[src/rtl/decision_vote.sv]
// Majority vote over a window of VOTES classifier decisions, with a
// valid/ready verdict handshake, invalid-code counter and sticky drop flag.
module decision_vote #(
    parameter int VOTES = 5,
    parameter int CNT_W = 4
) (
    input  logic       clk,
    input  logic       reset,
    input  logic [7:0] y_i,
    input  logic       y_valid_i,
    input  logic       clear_i,
    output logic [7:0] class_o,
    output logic       class_valid_o,
    input  logic       class_ready_i,
    output logic [7:0] err_cnt_o,
    output logic       drop_o,
    output logic       busy_o
);

    typedef enum logic [1:0] {
        COLLECT = 2'd0,
        DECIDE  = 2'd1,
        OUTPUT  = 2'd2
    } state_t;

    state_t             state, state_nxt;
    logic [CNT_W-1:0]   cnt [4];
    logic [CNT_W-1:0]   win_cnt;
    logic [7:0]         class_q;
    logic [7:0]         err_q;
    logic               drop_q;

    logic               code_ok;
    logic [1:0]         vote_idx;
    logic               last_vote;
    logic               handshake;
    logic [1:0]         best_idx;
    logic [CNT_W-1:0]   best_cnt;

    assign code_ok   = (y_i >= 8'd1) && (y_i <= 8'd4);
    assign vote_idx  = y_i[1:0] - 2'd1;
    assign last_vote = y_valid_i && code_ok && (win_cnt == CNT_W'(VOTES - 1));
    assign handshake = class_ready_i;

    // Strict '>' keeps the lower class index on ties
    always_comb begin
        best_idx = 2'd0;
        best_cnt = cnt[0];
        for (int unsigned i = 1; i < 4; i++) begin
            if (cnt[i] > best_cnt) begin
                best_cnt = cnt[i];
                best_idx = 2'(i);
            end
        end
    end

    always_ff @(posedge clk or negedge reset) begin
        if (!reset) begin
            state <= COLLECT;
        end else begin
            state <= state_nxt;
        end
    end

    always_comb begin
        state_nxt = state;
        if (clear_i) begin
            state_nxt = COLLECT;
        end else begin
            unique case (state)
                COLLECT: if (last_vote) state_nxt = DECIDE;
                DECIDE:  state_nxt = OUTPUT;
                OUTPUT:  if (handshake) state_nxt = COLLECT;
                default: state_nxt = COLLECT;
            endcase
        end
    end

    always_comb begin
        class_valid_o = (state == OUTPUT);
        busy_o        = (state != COLLECT);
    end

    always_ff @(posedge clk or negedge reset) begin
        if (!reset) begin
            for (int unsigned i = 0; i < 4; i++) cnt[i] <= '0;
            win_cnt <= '0;
            class_q <= '0;
            err_q   <= '0;
            drop_q  <= 1'b0;
        end else if (clear_i) begin
            for (int unsigned i = 0; i < 4; i++) cnt[i] <= '0;
            win_cnt <= '0;
            class_q <= '0;
            err_q   <= '0;
            drop_q  <= 1'b0;
        end else begin
            if (state != COLLECT && y_valid_i) drop_q <= 1'b1;
            unique case (state)
                COLLECT: begin
                    if (y_valid_i) begin
                        if (code_ok) begin
                            cnt[vote_idx] <= cnt[vote_idx] + CNT_W'(1);
                            win_cnt       <= win_cnt + CNT_W'(1);
                        end else if (err_q != 8'hFF) begin
                            err_q <= err_q + 8'd1;
                        end
                    end
                end
                DECIDE: class_q <= {6'd0, best_idx} + 8'd1;
                OUTPUT: begin
                    if (handshake) begin
                        for (int unsigned i = 0; i < 4; i++) cnt[i] <= '0;
                        win_cnt <= '0;
                    end
                end
                default: ;
            endcase
        end
    end

    assign class_o   = class_q;
    assign err_cnt_o = err_q;
    assign drop_o    = drop_q;

endmodule
[config.mk]
export PLATFORM = sky130hd
export DESIGN_NAME = decision_vote
export DESIGN_NICKNAME = d
export VERILOG_FILES = /design/src/rtl/decision_vote.sv
export SDC_FILE = /design/constraint.sdc
export NUM_CORES = 1
export LEC_CHECK = 0
export ABC_AREA = 0
export CAP_MARGIN = 20
export CORE_ASPECT_RATIO = 2
export CORE_MARGIN = 1
export CORE_UTILIZATION = 49
export DETAILED_ROUTE_END_ITERATION = 12
export GPL_TIMING_DRIVEN = 0
export PLACE_DENSITY = 0.76
export SETUP_SLACK_MARGIN = 0.4
export SLEW_MARGIN = 20
export SYNTH_ARGS = -nofsm -noshare
export SYNTH_HDL_FRONTEND = slang
export SYNTH_SLANG_ARGS = --single-unit
[constraint.sdc]
create_clock -name clk -period 3.7 [get_ports clk]
set_input_delay 0.74 -clock clk [delete_from_list [all_inputs] [get_ports clk]]
set_output_delay 0.74 -clock clk [all_outputs]
set_load 0.005 [all_outputs]
==> Word level (Yosys, flattened, before mapping) <==
Index checks and enable logic that the tools add are counted.
{ "totals": {"input_bits": 13, "wordCells": 81, "out_inout_bits": 19, "register_bits": 39} }
{ "classes": {"bitwise": 1, "muxes": 34, "n_eq_ne": 9, "reduce_logical": 16, "n_addsub": 5, "n_lt_le_gt_ge": 7} }
{ "op_table": {"columns": ["operator", "n"], "rows": [
  ["16-bit two-way mux", 4],
  ["8-bit two-way mux", 7],
  ["4-bit two-way mux", 9],
  ["16-bit case mux with 2 select lines", 1],
  ["16-bit bitwise mux", 1],
  ["4-bit greater-than comparator", 3],
  ["2-bit nonzero test", 6],
  ["2-bit two-way mux", 5],
  ["3-bit inequality test (second input constant)", 3],
  ["4-bit by 1-bit adder with 4-bit output (second input constant)", 2],
  ["8-bit by 1-bit adder with 8-bit output (second input constant)", 1],
  ["4-bit binary-select mux with 2-bit select", 1],
  ["4-bit demux with 2-bit select", 1],
  ["8-bit by 1-bit >= comparator with 1-bit output (second input constant)", 1],
  ["8-bit by 3-bit <= comparator with 1-bit output (second input constant)", 1],
  ["8-bit inequality test (second input constant)", 1],
  ["4-bit case mux with 2 select lines", 1],
  ["4-bit AND reduction", 2],
  ["2-bit case mux with 3 select lines", 1],
  ["1-bit logical AND", 5],
  ["4-bit by 3-bit == test with 1-bit output (second input constant)", 1],
  ["2-bit by 1-bit adder with 3-bit output (second input constant)", 1],
  ["3-bit >= comparator (second input constant)", 1],
  ["3-bit by 1-bit < comparator with 1-bit output (second input constant)", 1],
  ["10 further kinds", 12]
]} }

==> Logic depth before layout (Yosys ltp) <==
Gate-level depths: netlist (run 1).
{ "depth": {"depth_word": 11, "mapped_depth": 20, "mapped_depth_nobuf": 20} }

==> Worst setup path before layout (run 1) <==
OpenSTA, ideal clock, no wires.
{ "synth_timing": {"path_type": "reg2reg", "start": "reg cnt[9] (netlist name)", "end": "reg class_q[1] (netlist: class_o[1])", "path_slack_ps": -225, "synth_period_minus_slack_ps": 3925, "required_time_ps": 3568, "n_path_buf": 0, "setup_time_ps": 132, "t_arrival_ps": 3793, "path_stages_with_launch": 20, "cell_sequence": "dfrtp_1 -> ha_1 -> nor2b_1 -> o21ai_0 -> a21o_1 -> mux2i_1 -> ha_1 -> nor2b_1 -> o211ai_1 -> a21oi_1 -> inv_1 -> mux2_2 -> ha_1 -> nor2b_1 -> o211a_1 -> o21ai_0 -> o21ai_0 -> ha_1 -> mux2i_1 -> nor2_1"} }
{ "synth_via": {"elab_chain_cells": 9, "word_cells_on_any_way": 11, "cone_classes": "1 x add/sub; 3 x order compare; 7 x mux"} }
{ "synth_rtl": {"columns": ["element", "line", "source"], "rows": [
  ["from (decl)", "27", "logic [CNT_W-1:0] cnt [4];"],
  ["from (signal, indexed assignment)", "103", "cnt[vote_idx] <= cnt[vote_idx] + CNT_W'(1);"],
  ["4-bit greater-than comparator", "50", "if (cnt[i] > best_cnt) begin"],
  ["4-bit two-way mux", "50", null],
  ["4-bit greater-than comparator", "50", null],
  ["4-bit two-way mux", "50", null],
  ["4-bit greater-than comparator", "50", null],
  ["2-bit two-way mux *", "50", null],
  ["2-bit by 1-bit adder with 3-bit output *", "110", "DECIDE: class_q <= {6'd0, best_idx} + 8'd1;"],
  ["8-bit two-way mux *", "99", "unique case (state)"],
  ["8-bit two-way mux *", "91", "end else if (clear_i) begin"],
  ["to (signal assigned)", "110", null],
  ["to (decl)", "29", "logic [7:0] class_q;"]
]} }
Every way passes the cells marked *; elsewhere a longest branch is shown, timed or not. The select of a mux whose other input is x is not followed.
A chain may end at the register's enable or synchronous reset.

==> Worst setup path in the final report (run 1) <==
{ "layout_timing": {"start": "reg cnt[13] (netlist name)", "end": "reg class_q[1] (netlist: class_o[1])"} }
Same word-level chain as after synthesis.

==> results.py, run 1 <==
metrics = {
    "status": {
        "status": "finished, violations left",
        "violations": "setup timing",
    },
    "logic_synthesis": {
        "synth-compound-area-share_pct": 17.2,
        "synth_simple_gate_area_share_pct": 14.6,
        "yosys-mux-area-fraction_pct": 9.80,
        "synth-edff-count": 0,
        "synth-xor-area-share_pct": 1.97,
        "synth_fa_ha_area_share_pct": 12.4,
        "synth_top_family_by_area": "compound AO/OA/AOI/OAI gates",
        "yosysWarnings": 0,
        "synthCells": 212,
        "synthArstFlopShare_pct": 100,
        "syn-cell-area_mm2": 0.00222,
        "ys.flop_type": "dfrtp_1",
        "synth_seq_cells": 34,
        "avgSynthCellArea_um2": 10.5,
        "synth_cell_types": 45,
        "ys_seq_area_share_pct": 38.3,
    },
    "floorplanning": {
        "start_util_pct": 51.2,
        "ios": 32,
        "dieArea_mm2": 0.00482,
        "core_mm2": 0.00434,
        "die_x_um": 49.6,
        "rows": 34,
        "die_y_um": 97.2,
    },
    "global_route": {
        "grt_pass1_wl_um": 9040,
        "globalRouteTotalUtil_pct": 25.4,
        "grt_max_degree": 31,
        "grt_antenna_before_repair": 0,
        "grt_overflow": 0,
        "grt_pass1_vias": 1886,
    },
    "pwr": {
        "max-vdd-ir-drop_mv": 0.285,
        "p_per_area_mw_per_mm2": 333,
        "pwr-share-clk_pct": 29.4,
        "power_frac_seq_pct": 41.5,
        "p_sw_mw": 0.291,
        "p_leak_nw": 1.32,
        "comb_power_share_pct": 29.1,
        "swShare_pct": 29.8,
        "power.internal_mw": 0.683,
    },
    "routing": {
        "routed_wirelength_um": 5660,
        "first_pass_iters": 4,
        "drtIter0Drc": 35,
        "via_count": 1839,
        "routed_via_density": 5.69,
        "drc": 0,
        "wire_per_inst_um": 17.5,
        "antenna_left": 0,
    },
    "cts": {
        "cts_buffers": 5,
        "clockBufferDepth": 2,
        "cts.sinks": 34,
        "hold_buffers": 0,
        "ctsHtreeMaxLevel": 2,
        "clk_latency_ns": 0.28,
        "cts_tree": "done",
        "ctsRootBufferMaster": "clkbuf_8",
        "clk_pin_slew_ns": 0.07,
    },
    "placement": {
        "dp_cells": 296,
        "dp_hpwl_um": 4220,
        "portBuffers": 25,
        "place.gp.congestion": 0.858,
        "pre_cts_ws_ns": -0.458,
        "postPlaceCellArea_mm2": 0.00259,
    },
    "setup_path": {
        "crit_chain": "inv_2 > ha_4 > nor2b_1 > o21ai_1 > a21o_2 > mux2i_2 > ha_1 > nor2b_1 > o211ai_1 > a21oi_2 > inv_2 > mux2_4 > ha_4 > nor2b_4 > o211a_1 > o21ai_2 > nand2_1 > ha_2 > mux2i_1 > nor2_1",
        "path_delay_family": "compound AO/OA/AOI/OAI gates",
        "endpoint_kind": "register",
        "slowest_delay_ns": 0.40,
        "start_kind": "register",
        "crit_type": "register to register",
        "cp_slowest_cell": "dfrtp_1",
        "crit_buf_inv": 2,
        "cp_data_arrival_time_ns": 4.15,
        "crit_required_ns": 3.85,
        "crit_start": "cnt[13]",
        "cp_max_fo": 5,
        "r2r_start": "cnt[13]",
    },
    "min_path": {
        "hp-class": "primary input to asynchronous set/reset pin",
    },
    "sta": {
        "slew_headroom_pct": 61.9,
        "holdWs_ns": 0.278,
        "worst_slack_ns": -0.296,
        "hold_viol": 0,
        "slew_violations": 0,
        "fin_skew_ns": 0.0105,
        "post-route-period-util_pct": 108,
        "setup_violations": 2,
        "timing.fmax_mhz": 250,
        "rsz0062_at_grt": "yes",
        "worst_slew_pin_slew_ns": 0.557,
        "finalWorstPathRequiredPeriod_ns": 4.00,
    },
    "flow_run": {
        "cap_violations": 0,
    },
    "cells_and_area": {
        "drive_gt1_share_pct": 26.8,
        "fin_cells": 323,
        "antenna_cells": 0,
        "final_area_mm2": 0.00292,
        "nets": 303,
        "area_growth_pct": 31.6,
    },
}
==> synthesized netlist by cell type, types with 4 or more instances <==
library cell | instances | area, um2
dfrtp_1 | 34 | 851
ha_1 | 22 | 275
inv_1 | 17 | 63.8
nor2_1 | 15 | 56.3
a22o_1 | 13 | 114
nand2_1 | 9 | 33.8
o21ai_0 | 8 | 40.0
a21oi_1 | 7 | 35.0
nand3_1 | 7 | 35.0
mux2_2 | 6 | 67.6
mux2i_1 | 6 | 60.1
buf_4 | 5 | 37.5
a32o_1 | 4 | 40.0
mux4_2 | 4 | 90.1
nor2b_1 | 4 | 25.0
o21bai_1 | 4 | 30.0
==> final timing paths <==
| check | depth (start not counted) | to | slack [ns] |
|---|---|---|---|
| worst max-delay path | 20 | class_o[1] | -0.30 |
| worst min-delay path | 1 | win_cnt[1] | 0.28 |
| worst max register to register | 20 | class_o[1] | -0.30 |
| worst min register to register | 2 | drop_o | 0.51 |
| max in group asynchronous | 2 | state[0] | 3.05 |
| min in group clk | 2 | drop_o | 0.51 |
==> placed cells by master (no fill, tap or decap), types with 6 or more instances in the layout <==
| cell type | synthesis | final |
|---|---|---|
| buf_4 | 5 | 24 |
| ha_1 | 22 | 18 |
| a22o_1 | 13 | 13 |
| nand3_1 | 7 | 7 |
| clkbuf_8 | 0 | 6 |
| nor2_1 | 15 | 14 |
| clkdlybuf4s50_1 | 0 | 24 |
| nand2_1 | 9 | 9 |
| dfrtp_1 | 34 | 32 |
| inv_1 | 17 | 15 |
| a21oi_1 | 7 | 6 |
==> cell families after synthesis <==
kind of cell    Yosys count
simple gates             57
other cells               1
flops                    34
compound gates           50
xor+xnor                  5
buf+inv                  27
fa+ha+maj                22
mux                      16
==> power by group through the flow <==
stage | registers [mW] | clock network (mW) | logic (mW)
2_1_floorplan | 0.406 | 0 | 0.153
3_3_place_gp | 0.412 | 0 | 0.211
3_5_place_dp | 0.412 | 0 | 0.218
4_1_cts | 0.404 | 0.295 | 0.263
5_1_grt | 0.406 | 0.309 | 0.315
6_report | 0.404 | 0.286 | 0.284
==> sequential cells by signal, summed over array words and instances (netlist names) <==
| register | cells |
|---|---|
| class_o | 3 |
| err_cnt_o | 8 |
| drop_o | 1 |
| win_cnt | 4 |
| state | 2 |
| cnt | 16 |
==> through the flow <==
step / TNS (ns) / total power, mW / utilization (%)
after floorplan: -0.0194 / 0.559 / -
after global placement: -0.857 / 0.623 / 59.4
after detailed placement: -1.02 / 0.630 / 59.7
after CTS: -0.316 / 0.962 / 64.1
after global routing: -1.02 / 1.03 / 67.4
final: -0.486 / 0.974 / 67.4
==> layout make-up <==
class                           count  area, um2
Fill cell                         371       1420
Multi-Input combinational cell    155       1370
Timing Repair Buffer               45        408
Buffer                             10       61.3
Tap cell                           54       67.6
Clock buffer                        6       82.6
Clock inverter                      2       12.5
Sequential cell                    34        853
Inverter                           17       63.8
==> per-layer routing <==
layer	GRT usage (%)	part of all wire (%)	up-vias
met1	22.7	33	881
met5	0	0	-
met3	3.91	3.7	21
li1	-	-	881
met4	16.7	4.9	0
met2	48.9	58	56
==> worst reg2reg max path: stages (launching register included) <==
cell and delay [ns]:
dfrtp_1 0.40, inv_2 0.08, ha_4 0.20, nor2b_1 0.13
o21ai_1 0.14, a21o_2 0.25, mux2i_2 0.26, ha_1 0.27
nor2b_1 0.13, o211ai_1 0.21, a21oi_2 0.11, inv_2 0.10
mux2_4 0.32, ha_4 0.22, nor2b_4 0.12, o211a_1 0.21
o21ai_2 0.17, nand2_1 0.09, ha_2 0.27, mux2i_1 0.12
nor2_1 0.06
==> what timing repair did <==
item,CTS,global route
pin swaps,3,8
gates cloned,0,0
resized for setup,9,12
setup endpoints to repair,3,19
setup buffers,7,12
endpoints found under the hold margin,0,0
Note: power is estimated with default switching activity, not from simulation.
==> run 2, diff against run 1 <==
--- a/config.mk
+++ b/config.mk
@@ -7,7 +7,6 @@
 export LEC_CHECK = 0
 export ABC_AREA = 0
 export CAP_MARGIN = 20
-export CORE_ASPECT_RATIO = 2
 export CORE_MARGIN = 1
 export CORE_UTILIZATION = 49
 export DETAILED_ROUTE_END_ITERATION = 12
==> run 2 against run 1 <==
Net effect:
- the run still ends with setup timing left
- first-iteration DRC count rose to 3.5 times the previous value
- routed wire length down 4.8%
- worst setup slack better by 0.039 ns
- critical path type unchanged
- largest power group unchanged
==> results.py, run 2 (same netlist as run 1, synthesis figures left out) <==
metrics = {
    "global_route": {
        "grt_max_degree": 23,
        "globalRouteTotalUtil_pct": 22.0,
        "grt_overflow": 0,
        "grt_pass1_wl_um": 8250,
        "grt_antenna_before_repair": 0,
        "grt_pass1_vias": 1768,
    },
    "cells_and_area": {
        "antenna_cells": 0,
        "largest_register_ffs": 16,
        "regMostFlops": "cnt",
        "fillers": 316,
        "nets": 306,
        "area_growth_pct": 34.6,
        "fin_cells": 324,
        "drive_gt1_share_pct": 28.7,
        "layout.cells.most_common_list": "dfrtp_1 (31), buf_4 (26), clkdlybuf4s50_1 (24), ha_1 (16)",
        "layout_commonest_cell": "dfrtp_1",
    },
    "status": {
        "status": "finished, violations left",
        "violations": "setup timing",
    },
    "cts": {
        "cts_tree": "done",
        "clk_pin_slew_ns": 0.07,
        "ctsHtreeMaxLevel": 2,
        "clockBufferDepth": 2,
        "ctsRootBufferMaster": "clkbuf_8",
        "clk_latency_ns": 0.29,
        "cts_buffers": 5,
        "cts.sinks": 34,
    },
    "placement": {
        "place.gp.congestion": 0.872,
        "dp_cells": 294,
        "portBuffers": 25,
        "dp_hpwl_um": 3700,
    },
    "setup_path": {
        "r2r_start": "cnt[12]",
        "crit_type": "register to register",
        "start_kind": "register",
        "cp_data_arrival_time_ns": 4.12,
        "r2r-end": "class_o[1]",
        "worstRegToRegCells": 19,
        "crit_required_ns": 3.87,
        "worst-path-stages": 19,
        "cp_slowest_cell": "dfrtp_1",
        "endpoint_kind": "register",
        "cp_max_fo": 5,
        "r2r_setup_slack_ns": -0.26,
        "crit_buf_inv": 2,
        "crit_chain": "ha_1 > nand4_1 > o21ai_0 > a21o_1 > buf_6 > mux2i_4 > ha_1 > and4_1 > a21oi_2 > inv_2 > mux2_4 > ha_4 > nor2b_4 > o211a_1 > o21ai_2 > o21ai_2 > ha_4 > mux2i_1 > nor2_1",
        "slowest_delay_ns": 0.44,
        "path_delay_family": "adder cells",
    },
    "sta": {
        "fin_skew_ns": 0.00724,
        "worst_slew_pin_slew_ns": 0.636,
        "timing.fmax_mhz": 253,
        "finalWorstPathRequiredPeriod_ns": 3.96,
        "slew_violations": 0,
        "setup_violations": 3,
        "holdWs_ns": 0.354,
        "hold_viol": 0,
        "worst_slack_ns": -0.256,
        "rsz0062_at_grt": "yes",
        "slew_headroom_pct": 56.5,
        "post-route-period-util_pct": 107,
    },
    "routing": {
        "wl_met1_um": 2500,
        "met3WireLength_um": 213,
        "drtIter0Drc": 124,
        "antenna_left": 0,
        "first_pass_iters": 4,
        "wire_per_inst_um": 16.6,
        "routed_wirelength_um": 5390,
        "dr_wl_met2_um": 2530,
        "routed_via_density": 5.78,
        "via_count": 1873,
        "top_layer": "met4",
        "drc": 0,
    },
    "floorplanning": {
        "rows": 24,
        "die_x_um": 69.3,
        "dieArea_mm2": 0.00481,
        "ios": 32,
        "core_mm2": 0.00435,
        "die_y_um": 69.3,
        "start_util_pct": 51.0,
    },
    "min_path": {
        "hp-class": "primary input to asynchronous set/reset pin",
    },
    "pwr": {
        "p_leak_nw": 1.34,
        "max-vdd-ir-drop_mv": 0.199,
        "p_per_area_mw_per_mm2": 340,
        "p_total_mw": 1.02,
    },
    "flow_run": {
        "cap_violations": 0,
    },
}
[run 2: cell count changes in the layout (fill, tap and decap cells not counted), sizes merged]
cell	change
buf	+3
[run 2: how the worst max path moves through the flow]
stage          slack, ns     from         end
6_report           -0.26  cnt[12]  class_o[1]
3_5_place_dp       -0.49  cnt[13]  class_o[1]
2_1_floorplan      -0.02  cnt[13]  class_o[1]
4_1_cts            -0.22   cnt[9]  class_o[1]
5_1_grt            -0.44  cnt[15]  class_o[1]
3_3_place_gp       -0.36  cnt[13]  class_o[1]
[run 2: where the power goes]
| part | internal, mW | switching [mW] | leakage [nW] | total (mW) |
|---|---|---|---|---|
| registers | 0.387 | 0.0177 | 0.463 | 0.405 |
| clock network | 0.149 | 0.139 | 0.0472 | 0.288 |
| logic | 0.174 | 0.151 | 0.830 | 0.324 |
[run 2: layout make-up]
type                            instances  area [um2]  share of cell area [%]
Sequential cell                        34         855                    28.6
Buffer                                 10        58.8                    1.97
Multi-Input combinational cell        155        1410                    47.2
Inverter                               17        63.8                    2.13
Tap cell                               52        65.1                    2.18
Clock inverter                          2        12.5                   0.419
Clock buffer                            6        82.6                    2.76
Timing Repair Buffer                   48         442                    14.8
[run 2: per-stage QoR]
| stage | area [um2] | utilization [%] | worst slack [ns] | TNS [ns] |
|---|---|---|---|---|
| after floorplan | 2260 | - | -0.0194 | -0.0194 |
| after global placement | 2570 | 59.1 | -0.362 | -0.706 |
| after detailed placement | 2600 | 59.6 | -0.487 | -1.11 |
| after CTS | 2820 | 64.7 | -0.215 | -0.384 |
| after global routing | 2990 | 68.6 | -0.435 | -1.02 |
| final | 2990 | 68.6 | -0.256 | -0.527 |
[run 2: metal layers]
| layer | vias to the layer above | GRT usage, % |
|---|---|---|
| li1 | 895 | - |
| met1 | 913 | 31.4 |
| met2 | 52 | 32.6 |
| met3 | 13 | 3.92 |
| met4 | 0 | 10.2 |
| met5 | - | 0 |
[run 2: timing repair]
action	CTS	global route
setup buffers	10	12
setup endpoints to repair	3	3
hold buffers	0	0
pin swaps	11	3
gates resized for setup	11	14
==> run 3, diff against run 2 <==
--- a/config.mk
+++ b/config.mk
@@ -6,7 +6,6 @@
 export NUM_CORES = 1
 export LEC_CHECK = 0
 export ABC_AREA = 0
-export CAP_MARGIN = 20
 export CORE_MARGIN = 1
 export CORE_UTILIZATION = 49
 export DETAILED_ROUTE_END_ITERATION = 12
==> results of run 3 <==
The final DEF is identical to that of run 2; final timing and power are the same.
